<file path="src/rtl/fbu_ram_responder.sv">
// fbu_ram_responder: word RAM behind the FBU core's MAR/RAMWr/MDRIn/MDROut bus.
// It has one-cycle registered reads, and a loader front end that fills the RAM
// from a valid/ready stream while the core is held in reset.
// Optional build macro: FBU_RAM_WPROT_EN blocks CPU writes below PROT_LIMIT
// and reports each blocked write on wr_fault.
//
// state  | meaning
// S_LOAD | loader owns the RAM, core held in reset, CPU bus ignored
// S_RUN  | core owns the RAM, loader stream ignored
module fbu_ram_responder #(
    parameter int ADDRESS_WIDTH = 6,
    parameter int DATA_WIDTH    = 10,
    parameter int PROT_LIMIT    = 32
) (
    input  logic                     clk,
    input  logic                     rst,
    input  logic [ADDRESS_WIDTH-1:0] MAR,
    input  logic                     RAMWr,
    input  logic [DATA_WIDTH-1:0]    MDRIn,
    output logic [DATA_WIDTH-1:0]    MDROut,
    input  logic                     ld_valid,
    input  logic [DATA_WIDTH-1:0]    ld_data,
    input  logic                     ld_last,
    output logic                     ld_ready,
    output logic                     cpu_rst,
    output logic [ADDRESS_WIDTH:0]   loaded_count,
    output logic                     wr_fault
);

    localparam int                   LP_DEPTH = 1 << ADDRESS_WIDTH;
    localparam logic [ADDRESS_WIDTH:0]   LP_FULL  = LP_DEPTH[ADDRESS_WIDTH:0];
    localparam logic [ADDRESS_WIDTH-1:0] LP_TOP   = {ADDRESS_WIDTH{1'b1}};
`ifdef FBU_RAM_WPROT_EN
    localparam logic LP_WPROT_EN = 1'b1;
`else
    localparam logic LP_WPROT_EN = 1'b0;
`endif

    typedef enum logic {
        S_LOAD = 1'b0,
        S_RUN  = 1'b1
    } state_t;

    state_t                   r_state;
    state_t                   w_state_nxt;
    logic [ADDRESS_WIDTH-1:0] r_ld_addr;
    logic [ADDRESS_WIDTH:0]   r_loaded_count;
    logic [DATA_WIDTH-1:0]    r_mem [LP_DEPTH];
    logic [DATA_WIDTH-1:0]    r_mdrout;
    logic                     r_wr_fault;
    logic                     w_xfer;
    logic                     w_cpu_we;
    logic                     w_blocked;
    logic                     w_prot_hit;

    // Zero-extend MAR so the compare against the integer limit is unsigned.
    assign w_prot_hit = ({{(32-ADDRESS_WIDTH){1'b0}}, MAR} < PROT_LIMIT);

    // State register; reset always returns to the loader.
    always_ff @(posedge clk) begin
        if (rst) r_state <= S_LOAD;
        else     r_state <= w_state_nxt;
    end

    // Next state, loader transfer, and CPU write qualification.
    always_comb begin
        w_state_nxt = r_state;
        w_xfer      = 1'b0;
        w_cpu_we    = 1'b0;
        w_blocked   = 1'b0;
        case (r_state)
            S_LOAD: begin
                w_xfer = ld_valid;
                if (ld_valid && (ld_last || (r_ld_addr == LP_TOP)))
                    w_state_nxt = S_RUN;
            end
            S_RUN: begin
                w_blocked = LP_WPROT_EN && RAMWr && w_prot_hit;
                w_cpu_we  = RAMWr && !w_blocked;
            end
            default: w_state_nxt = S_LOAD;
        endcase
    end

    // Loader address and accepted-word count; the count saturates at full depth.
    always_ff @(posedge clk) begin
        if (rst) begin
            r_ld_addr      <= '0;
            r_loaded_count <= '0;
        end else if (w_xfer) begin
            r_ld_addr <= r_ld_addr + 1'b1;
            if (r_loaded_count != LP_FULL)
                r_loaded_count <= r_loaded_count + 1'b1;
        end
    end

    // RAM write port; contents survive reset so that a partial reload is possible.
    always_ff @(posedge clk) begin
        if (w_xfer)        r_mem[r_ld_addr] <= ld_data;
        else if (w_cpu_we) r_mem[MAR]       <= MDRIn;
    end

    // Registered read (read-before-write on the same address); held at zero while loading.
    always_ff @(posedge clk) begin
        if (rst)                  r_mdrout <= '0;
        else if (r_state == S_RUN) r_mdrout <= r_mem[MAR];
        else                      r_mdrout <= '0;
    end

    // One-cycle pulse per blocked CPU write; stays zero when protection is not built.
    always_ff @(posedge clk) begin
        if (rst) r_wr_fault <= 1'b0;
        else     r_wr_fault <= w_blocked;
    end

    assign MDROut       = r_mdrout;
    assign ld_ready     = (r_state == S_LOAD);
    assign cpu_rst      = (r_state == S_LOAD);
    assign loaded_count = r_loaded_count;
    assign wr_fault     = r_wr_fault;

endmodule

</file>
<file path="config.mk">
export PLATFORM = sky130hd
export DESIGN_NAME = fbu_ram_responder
export DESIGN_NICKNAME = d
export VERILOG_FILES = /design/src/rtl/fbu_ram_responder.sv
export SDC_FILE = /design/constraint.sdc
export NUM_CORES = 1
export LEC_CHECK = 0
export BUFFER_PORTS_ARGS = -buffer_cell sky130_fd_sc_hd__clkbuf_2
export CORE_MARGIN = 4
export CORE_UTILIZATION = 35
export DETAILED_ROUTE_END_ITERATION = 8
export PLACE_DENSITY_LB_ADDON = 0.12
export RECOVER_POWER = 50
export SETUP_SLACK_MARGIN = 0.3
export SLEW_MARGIN = 10
export SYNTH_ARGS = -nofsm -noshare
export SYNTH_HDL_FRONTEND = slang
export SYNTH_SLANG_ARGS = --single-unit
</file>
<file path="constraint.sdc">
create_clock -name clk -period 3.6 [get_ports clk]
set_input_delay 0.72 -clock clk [delete_from_list [all_inputs] [get_ports clk]]
set_output_delay 0.72 -clock clk [all_outputs]
set_load 0.05 [all_outputs]
</file>
* Word level (Yosys, flattened, before mapping)
Memories as Yosys holds them, arrays and structs flattened. A register that Yosys moved wholly into a read port is not among the register bits.
Cells that the tools add are included.
** Storage, ports and cells
- Bits in writable memories :: 640
- Input bits :: 31
- Word-level logic and storage cells :: 26
- Memories :: 1
- Register bits after elaboration :: 14
** Operators by class
- Bitwise gates (word level) :: 1
- Mux-type cells :: 12
- Equality and inequality tests :: 2
- Reductions and logical operators :: 5
- Add/subtract/negate cells :: 2
** Memories
- r_mem :: words 64, bits a word 10, rd ports 1, clocked after memory_dff 1, wr ports 1, line 48 : logic [DATA_WIDTH-1:0] r_mem [LP_DEPTH];
** Operators by type and width (count)
- 1-bit 2-to-1 mux :: 10
- 10-bit 2-to-1 mux :: 1
- 10-bit OR reduction :: 1
- 7-bit by 1-bit adder with 7-bit output, second input constant :: 1
- 7-bit inequality test, second input constant :: 1
- 6-bit by 1-bit adder with 6-bit output, second input constant :: 1
- 6-bit equality test, second input constant :: 1
- 6-bit 2-to-1 mux :: 1
- 2-bit AND reduction :: 1
- 2-bit OR reduction :: 1
- 1-bit logical AND :: 1
- 1-bit logical OR :: 1
- 1-bit inverter :: 1

* Logic depth before layout (Yosys ltp)
Gate-level depths: netlist (run 1).
- Depth in word-level cells :: 6
- Depth in mapped cells :: 9
- Gate-level depth less buffers :: 6

* Worst setup path before layout (run 1)
No wires, ideal clock.
- Path type :: in2reg
- From :: input port MAR[2]
- To :: memory r_mem[56][0], enable pin
- Arrival time :: 2.349 ns
- Stages :: 7
- Setup slack :: 0.874 ns
- Data required time :: 3.224 ns
- Cell sequence :: buf_2 buf_4 buf_4 buf_2 o22ai_1 nand2_1 nor2_1
** On the way
- Word-level cells in the longest chain between the ends :: 1
** Ends and longest elaborated chain
- start: declaration :: line 17 : input logic [ADDRESS_WIDTH-1:0] MAR,
- 6-bit 2-to-1 mux (no source line)
- end: declaration :: line 48
No other way between the ends.

* Final worst setup path (run 1)
- From :: register r_state
- To :: memory r_mem[59][9], enable pin
** On the way
- Word-level cells in the longest chain between the ends :: 6
** Ends and longest elaborated chain
- start: declaration :: line 44 : state_t r_state;
- start signal: assignment :: line 62 : else r_state <= w_state_nxt;
- 1-bit 2-to-1 mux :: line 71 : case (r_state)
- 1-bit 2-to-1 mux :: line 100 : else if (w_cpu_we) r_mem[MAR] <= MDRIn;
- 1-bit 2-to-1 mux :: line 99 : if (w_xfer) r_mem[r_ld_addr] <= ld_data;
- 1-bit 2-to-1 mux (implied by the code) :: line 100
- 10-bit OR reduction (no source line)
- 6-bit 2-to-1 mux (no source line) or 1-bit 2-to-1 mux (tied branches)
Parallel ways exist; a longest one is shown, timed or not.

==> results of run 1 <==
cell usage in the layout (no fill, tap or decap), types with 9 or more instances in the layout:
cell type / netlist / layout
buf_4: 11 / 84
mux4_1: 20 / 20
clkbuf_2: 0 / 28
clkinv_1: 0 / 17
o21ai_0: 12 / 12
clkbuf_1: 19 / 61
clkinv_2: 0 / 9
mux2_2: 13 / 13
dfxtp_1: 24 / 24
edfxtp_1: 640 / 640
nand2_1: 61 / 57
o22ai_1: 28 / 28
mux4_2: 140 / 140
nand3_1: 10 / 10
nor3_1: 17 / 17
nor2_1: 85 / 85
clkbuf_16: 0 / 79
mux2i_1: 30 / 30
a21oi_1: 18 / 18
buf_12: 5 / 12
path summary, 6_finish.rpt:
kind	startpoint	endpoint	slack [ps]	cells after the start
max	r_state	r_mem[59][9]	400	6
min	ld_valid	r_state	430	3
max reg2reg	r_state	r_mem[59][9]	400	6
min reg2reg	loaded_count[6]	loaded_count[6]	510	2
layer usage:
metal	vias up	GRT usage (%)	wire length (µm)
met5	-	0	9
met4	2	5.05	2040
li1	5632	-	-
met2	412	27.2	31700
met1	7044	25.2	31300
met3	105	4.15	4380
critical path, delay by kind of cell (launching register included):
family,cells,cell delay [ps]
AND/OR/NAND/NOR,4,1830
buffers and inverters,1,320
AO/OA/AOI/OAI,1,160
flip-flops,1,480
stage by stage:
step | cell area, µm² | power (µW) | utilization [%] | instances
CTS | 30600 | 17100 | 41.6 | 2468
finish | 30400 | 16900 | 41.4 | 2468
global placement | 28200 | 9760 | 38.4 | 2336
floorplan | 26100 | 9330 | - | 1273
global route | 30400 | 17500 | 41.4 | 2468
detailed placement | 28200 | 9770 | 38.4 | 2336
where the power goes:
| group | internal [µW] | switching [µW] | leakage, µW |
|---|---|---|---|
| combinational | 326 | 649 | 0.00264 |
| clock | 4360 | 2950 | 0.00114 |
| sequential | 8580 | 20.9 | 0.00596 |
final cells by class:
type	count	area [µm²]	share of cell area (%)
Clock buffer	98	2060	6.77
Clock inverter	34	283	0.930
Inverter	5	18.8	0.0617
Multi-Input combinational cell	535	5910	19.4
Sequential cell	664	19700	64.8
Tap cell	959	1200	3.95
Timing Repair Buffer	173	1230	4.05
state kept, by name, summed over array words and instances (netlist names):
signal	flops
r_mem	640
MDROut	10
loaded_count	7
r_ld_addr	6
r_state	1
cell families (layout without fill, tap and decap cells):
family          after synthesis  after routing  share of synthesized area [%]
buf+inv                      74            310                           2.10
compound gates               99             99                           2.46
flops                       664            664                           75.3
fa+ha+maj                     3              3                          0.144
xor+xnor                      9              9                          0.301
mux                         203            203                           15.8
other cells                   1              1                         0.0143
simple gates                220            220                           3.87
==> impl_metrics.py, run 1 <==
metrics = {
    "routing": {
        "wl_um": 69400,
        "viasPerCell": 5.35,
        "drt_iter0_drc": 1273,
        "drtAntennaViolNets": 0,
        "drcViolationCount": 0,
        "wl_per_cell_um": 28.1,
        "firstDrtPassIters": 5,
        "vias": 13195,
    },
    "worst_setup_path": {
        "required_ps": 3810,
        "cp.arrival_ps": 3410,
        "crit_type": "flop to flop",
        "cp_max_fo": 12,
        "crit_path_max_incr_delay_ps": 970,
        "cp-end-kind": "flop",
        "start_kind": "flop",
        "crit_chain": "and2_0 -> nand3_1 -> o21ai_0 -> nand2_1 -> clkbuf_1 -> nor2_1",
        "crit_slowest_cell": "nor2_1",
    },
    "synthesis": {
        "synthTopCellsByCount": "640 x edfxtp_1, 140 x mux4_2, 85 x nor2_1",
        "synthesis.nets": 1307,
        "yosysSeqAreaShare_pct": 75.3,
        "async_flop_share_pct": 0,
        "syn_avg_cell_area_um2": 20.5,
        "synth.top_cell.area_share_pct": 73.5,
        "ys.warnings.count": 0,
        "ys_ff_latch": 664,
        "yosysMostFrequentCell": "edfxtp_1",
        "syn_inst": 1273,
        "synth_edf_count": 640,
        "synth_flop_cell": "edfxtp_1",
        "yosys.area.top_type": "edfxtp_1",
        "yosys-top-cells-area": "edfxtp_1 73%, mux4_2 12%, mux4_1 2.0%",
        "synth_cell_type_count": 61,
        "synth_area_um2": 26100,
    },
    "clocking": {
        "cts_resized": 0,
        "htreeDepth": 3,
        "clk_path_buf_depth": 3,
        "clock-sinks": 664,
        "worstSkewPairLatency_ps": 610,
        "cts_setup_buffers": 0,
        "numCtsBuffers": 73,
        "clk_pin_slew_ps": 50,
        "root_buffer": "clkbuf_16",
        "cts_hold_buf": 0,
        "cts_tree": "built",
    },
    "floorplan": {
        "fp.dieW_um": 281,
        "fp.dieH_um": 281,
        "rows": 99,
        "core_um2": 73500,
        "die_area_um2": 79100,
        "io_pins": 51,
        "initial_core_util_pct": 35.6,
    },
    "placement": {
        "gp_congestion": 0.811,
        "portBuffers": 49,
        "hpwlAfterDp_um": 44100,
        "pre_cts_slack_ps": 359,
    },
    "timing": {
        "max_slew_margin_pct": 23.6,
        "fin_tns_setup_ps": 0,
        "drv_slew": 0,
        "finalCritPeriodShare_pct": 89.0,
        "fmax_mhz": 312,
        "finClkSkew_ps": 16.2,
        "rsz0062_at_grt": "no",
        "hold_viol_final": 0,
        "period_needed_ps": 3200,
        "worst_slew_pin_slew_ps": 1140,
        "whs_ps": 428,
        "setup_ws_ps": 397,
        "finalSetupViolations": 0,
    },
    "power": {
        "power_density_nw_per_um2": 555,
        "leakage_uw": 0.00974,
        "ir_drop_mv": 0.293,
    },
    "final_layout": {
        "area_delta_synth_final_pct": 16.3,
        "drive_above_1_share_pct": 25.8,
        "fin_nets": 1486,
        "num-fill-cells": 6524,
        "num_antenna_cells": 0,
    },
    "flow_run": {
        "drv_cap": 0,
    },
    "outcome": {
        "outcome": "complete, no violations",
    },
    "global_route": {
        "grt_pass1_wl_um": 99400,
        "grt_pass1_vias": 13424,
        "gr-total-overflow": 0,
        "grt_antenna_before_repair": 2,
        "grt_max_degree": 65,
        "grtUsageTotal_pct": 17.6,
    },
    "min_path": {
        "hold_class": "input pin to flop",
    },
}
Note: power is estimated with default switching activity, not from simulation.
==> run 2: changes to the inputs <==
--- a/config.mk
+++ b/config.mk
@@ -9,7 +9,7 @@
 export CORE_MARGIN = 4
 export CORE_UTILIZATION = 35
 export DETAILED_ROUTE_END_ITERATION = 8
-export PLACE_DENSITY_LB_ADDON = 0.12
+export PLACE_DENSITY = 0.58
 export RECOVER_POWER = 50
 export SETUP_SLACK_MARGIN = 0.3
 export SLEW_MARGIN = 10
==> constraint.sdc (replaced) <==
create_clock -name clk -period 3.6 [get_ports clk]
set_input_delay 0.18 -clock clk [delete_from_list [all_inputs] [get_ports clk]]
set_output_delay 0.18 -clock clk [all_outputs]
set_load 0.05 [all_outputs]
==> run 2 against run 1 <==
Against the previous run:
- final cell count decreased by 1.4%
- routed wire length shrank 8.8%
- worst setup slack worse by 7.9 ps
- the run now ends with capacitance limit, slew limit left
- sequential share of layout area grew 0.73 points
- first-iteration DRC count grew 7.5%
- utilization shrank 0.46 points
- combinational power decreased by 6.3%
==> impl_metrics.py, run 2 (synthesis results as in run 1) <==
metrics = {
    "outcome": {
        "outcome": "finished with violations",
        "violations": "capacitance limit, slew limit",
    },
    "clocking": {
        "numCtsBuffers": 71,
        "clk_path_buf_depth": 3,
        "clk_pin_slew_ps": 60,
        "htreeDepth": 3,
        "clock-sinks": 664,
        "worstSkewPairLatency_ps": 600,
        "cts_tree": "built",
        "root_buffer": "clkbuf_16",
        "cts_setup_buffers": 0,
    },
    "final_layout": {
        "fin_nets": 1457,
        "largest_register": "r_mem",
        "drive_above_1_share_pct": 25.2,
        "multi_input_area_um2": 5920,
        "final_cell_mix": "640 x edfxtp_1, 140 x mux4_2, 82 x nor2_1",
        "num-fill-cells": 6408,
        "area_delta_synth_final_pct": 15.0,
        "final_common_cell": "edfxtp_1",
        "num_antenna_cells": 0,
        "ff_latch_area_um2": 19700,
        "largest_register_ffs": 640,
    },
    "flow_run": {
        "drv_cap": 1,
    },
    "worst_setup_path": {
        "r2r_start": "r_state",
        "rr_worst_depth": 6,
        "cp-end-kind": "flop",
        "cp.arrival_ps": 3420,
        "required_ps": 3810,
        "cp-startpoint": "r_state",
        "cp_max_fo": 20,
        "crit_type": "flop to flop",
        "start_kind": "flop",
    },
    "placement": {
        "pre_cts_slack_ps": 511,
        "portBuffers": 49,
        "gp_congestion": 0.845,
        "hpwlAfterDp_um": 39600,
    },
    "timing": {
        "fin_tns_setup_ps": 0,
        "finalCritPeriodShare_pct": 89.2,
        "worst_slew_pin_slew_ps": 1520,
        "finClkSkew_ps": 22.4,
        "finalSetupViolations": 0,
        "rsz0062_at_grt": "yes",
        "drv_slew": 65,
        "max_slew_margin_pct": -1.45,
        "period_needed_ps": 3210,
        "whs_ps": 65.1,
        "hold_viol_final": 0,
        "setup_ws_ps": 389,
        "fmax_mhz": 311,
    },
    "routing": {
        "viasPerCell": 5.38,
        "vias": 13084,
        "drt_iter0_drc": 1368,
        "drcViolationCount": 0,
        "wl_per_cell_um": 26.0,
        "drtAntennaViolNets": 0,
        "wl_um": 63300,
        "firstDrtPassIters": 5,
    },
    "floorplan": {
        "fp.dieH_um": 281,
        "rows": 99,
        "initial_core_util_pct": 35.6,
        "fp.dieW_um": 281,
        "die_area_um2": 79100,
        "io_pins": 51,
        "core_um2": 73500,
    },
    "global_route": {
        "grt_pass1_wl_um": 92300,
        "grtUsageTotal_pct": 16.1,
        "grt_antenna_before_repair": 2,
        "grt_max_degree": 65,
        "grt_pass1_vias": 13008,
        "gr-total-overflow": 0,
    },
    "min_path": {
        "hold_path.startpoint": "rst",
        "hold_class": "input pin to flop",
        "worstHoldPathCells": 2,
    },
    "power": {
        "seq_power_share_pct": 52.2,
        "p_switching_uw": 3480,
        "power_density_nw_per_um2": 549,
        "comb_power_share_pct": 5.5,
        "internal-power_uw": 13000,
        "leakage_uw": 0.00958,
        "netSwitchingFraction_pct": 21.1,
        "ir_drop_mv": 0.298,
        "clockPowerShare_pct": 42.3,
        "p_total_uw": 16500,
    },
}
## run 2: stage by stage
step / instance area [µm²] / util [%] / std cells
2_1_floorplan: 26100 / - / 1273
3_3_place_gp: 27900 / 38.0 / 2307
3_5_place_dp: 27900 / 38.0 / 2307
4_1_cts: 30200 / 41.1 / 2434
5_1_grt: 30100 / 40.9 / 2434
6_report: 30100 / 40.9 / 2434
## run 2: cell type report
cell class / instances / area share, %
well taps: 959 / 3.99
clock inverters: 27 / 0.795
multi-input cells: 535 / 19.7
flip-flops and latches: 664 / 65.5
clock buffers: 98 / 6.60
inverters: 5 / 0.0624
repair buffers: 146 / 3.35
## run 2: metal layers
metal	part of all wire (%)	global-route usage, %	wire length [µm]	vias to the layer above
met1	42	22.5	26900	6902
met4	2.8	4.80	1780	0
met3	7.8	4.64	4950	118
met2	47	24.6	29700	495
met5	0	0	0	-
li1	-	-	-	5569
## run 2: final timing paths
check / to / slack [ps]
setup / recovery: r_mem[43][4] / 390
hold reg to reg: loaded_count[6] / 530
setup reg to reg: r_mem[43][4] / 390
hold / removal: r_ld_addr[3] / 70
## run 2: what timing repair did
action	CTS	global route
endpoints found under the hold margin	1	0
gates resized for setup	0	2
endpoints found under the setup margin	0	38
hold buffers	2	0
## run 2: power by group through the flow
stage               combinational (µW)  clock (µW)  sequential (µW)
floorplan                          550           0             8780
global placement                   918           0             8760
detailed placement                 935           0             8760
CTS                                939        7120             8600
global route                       980        7450             8600
finish                             914        6970             8600
## run 2: critical path: stages, from the launching register on
cell,delay (ps)
dfxtp_1,380
nand2_1,480
clkbuf_1,500
nand3b_1,130
a22oi_1,270
nand2_1,170
nor2_1,890
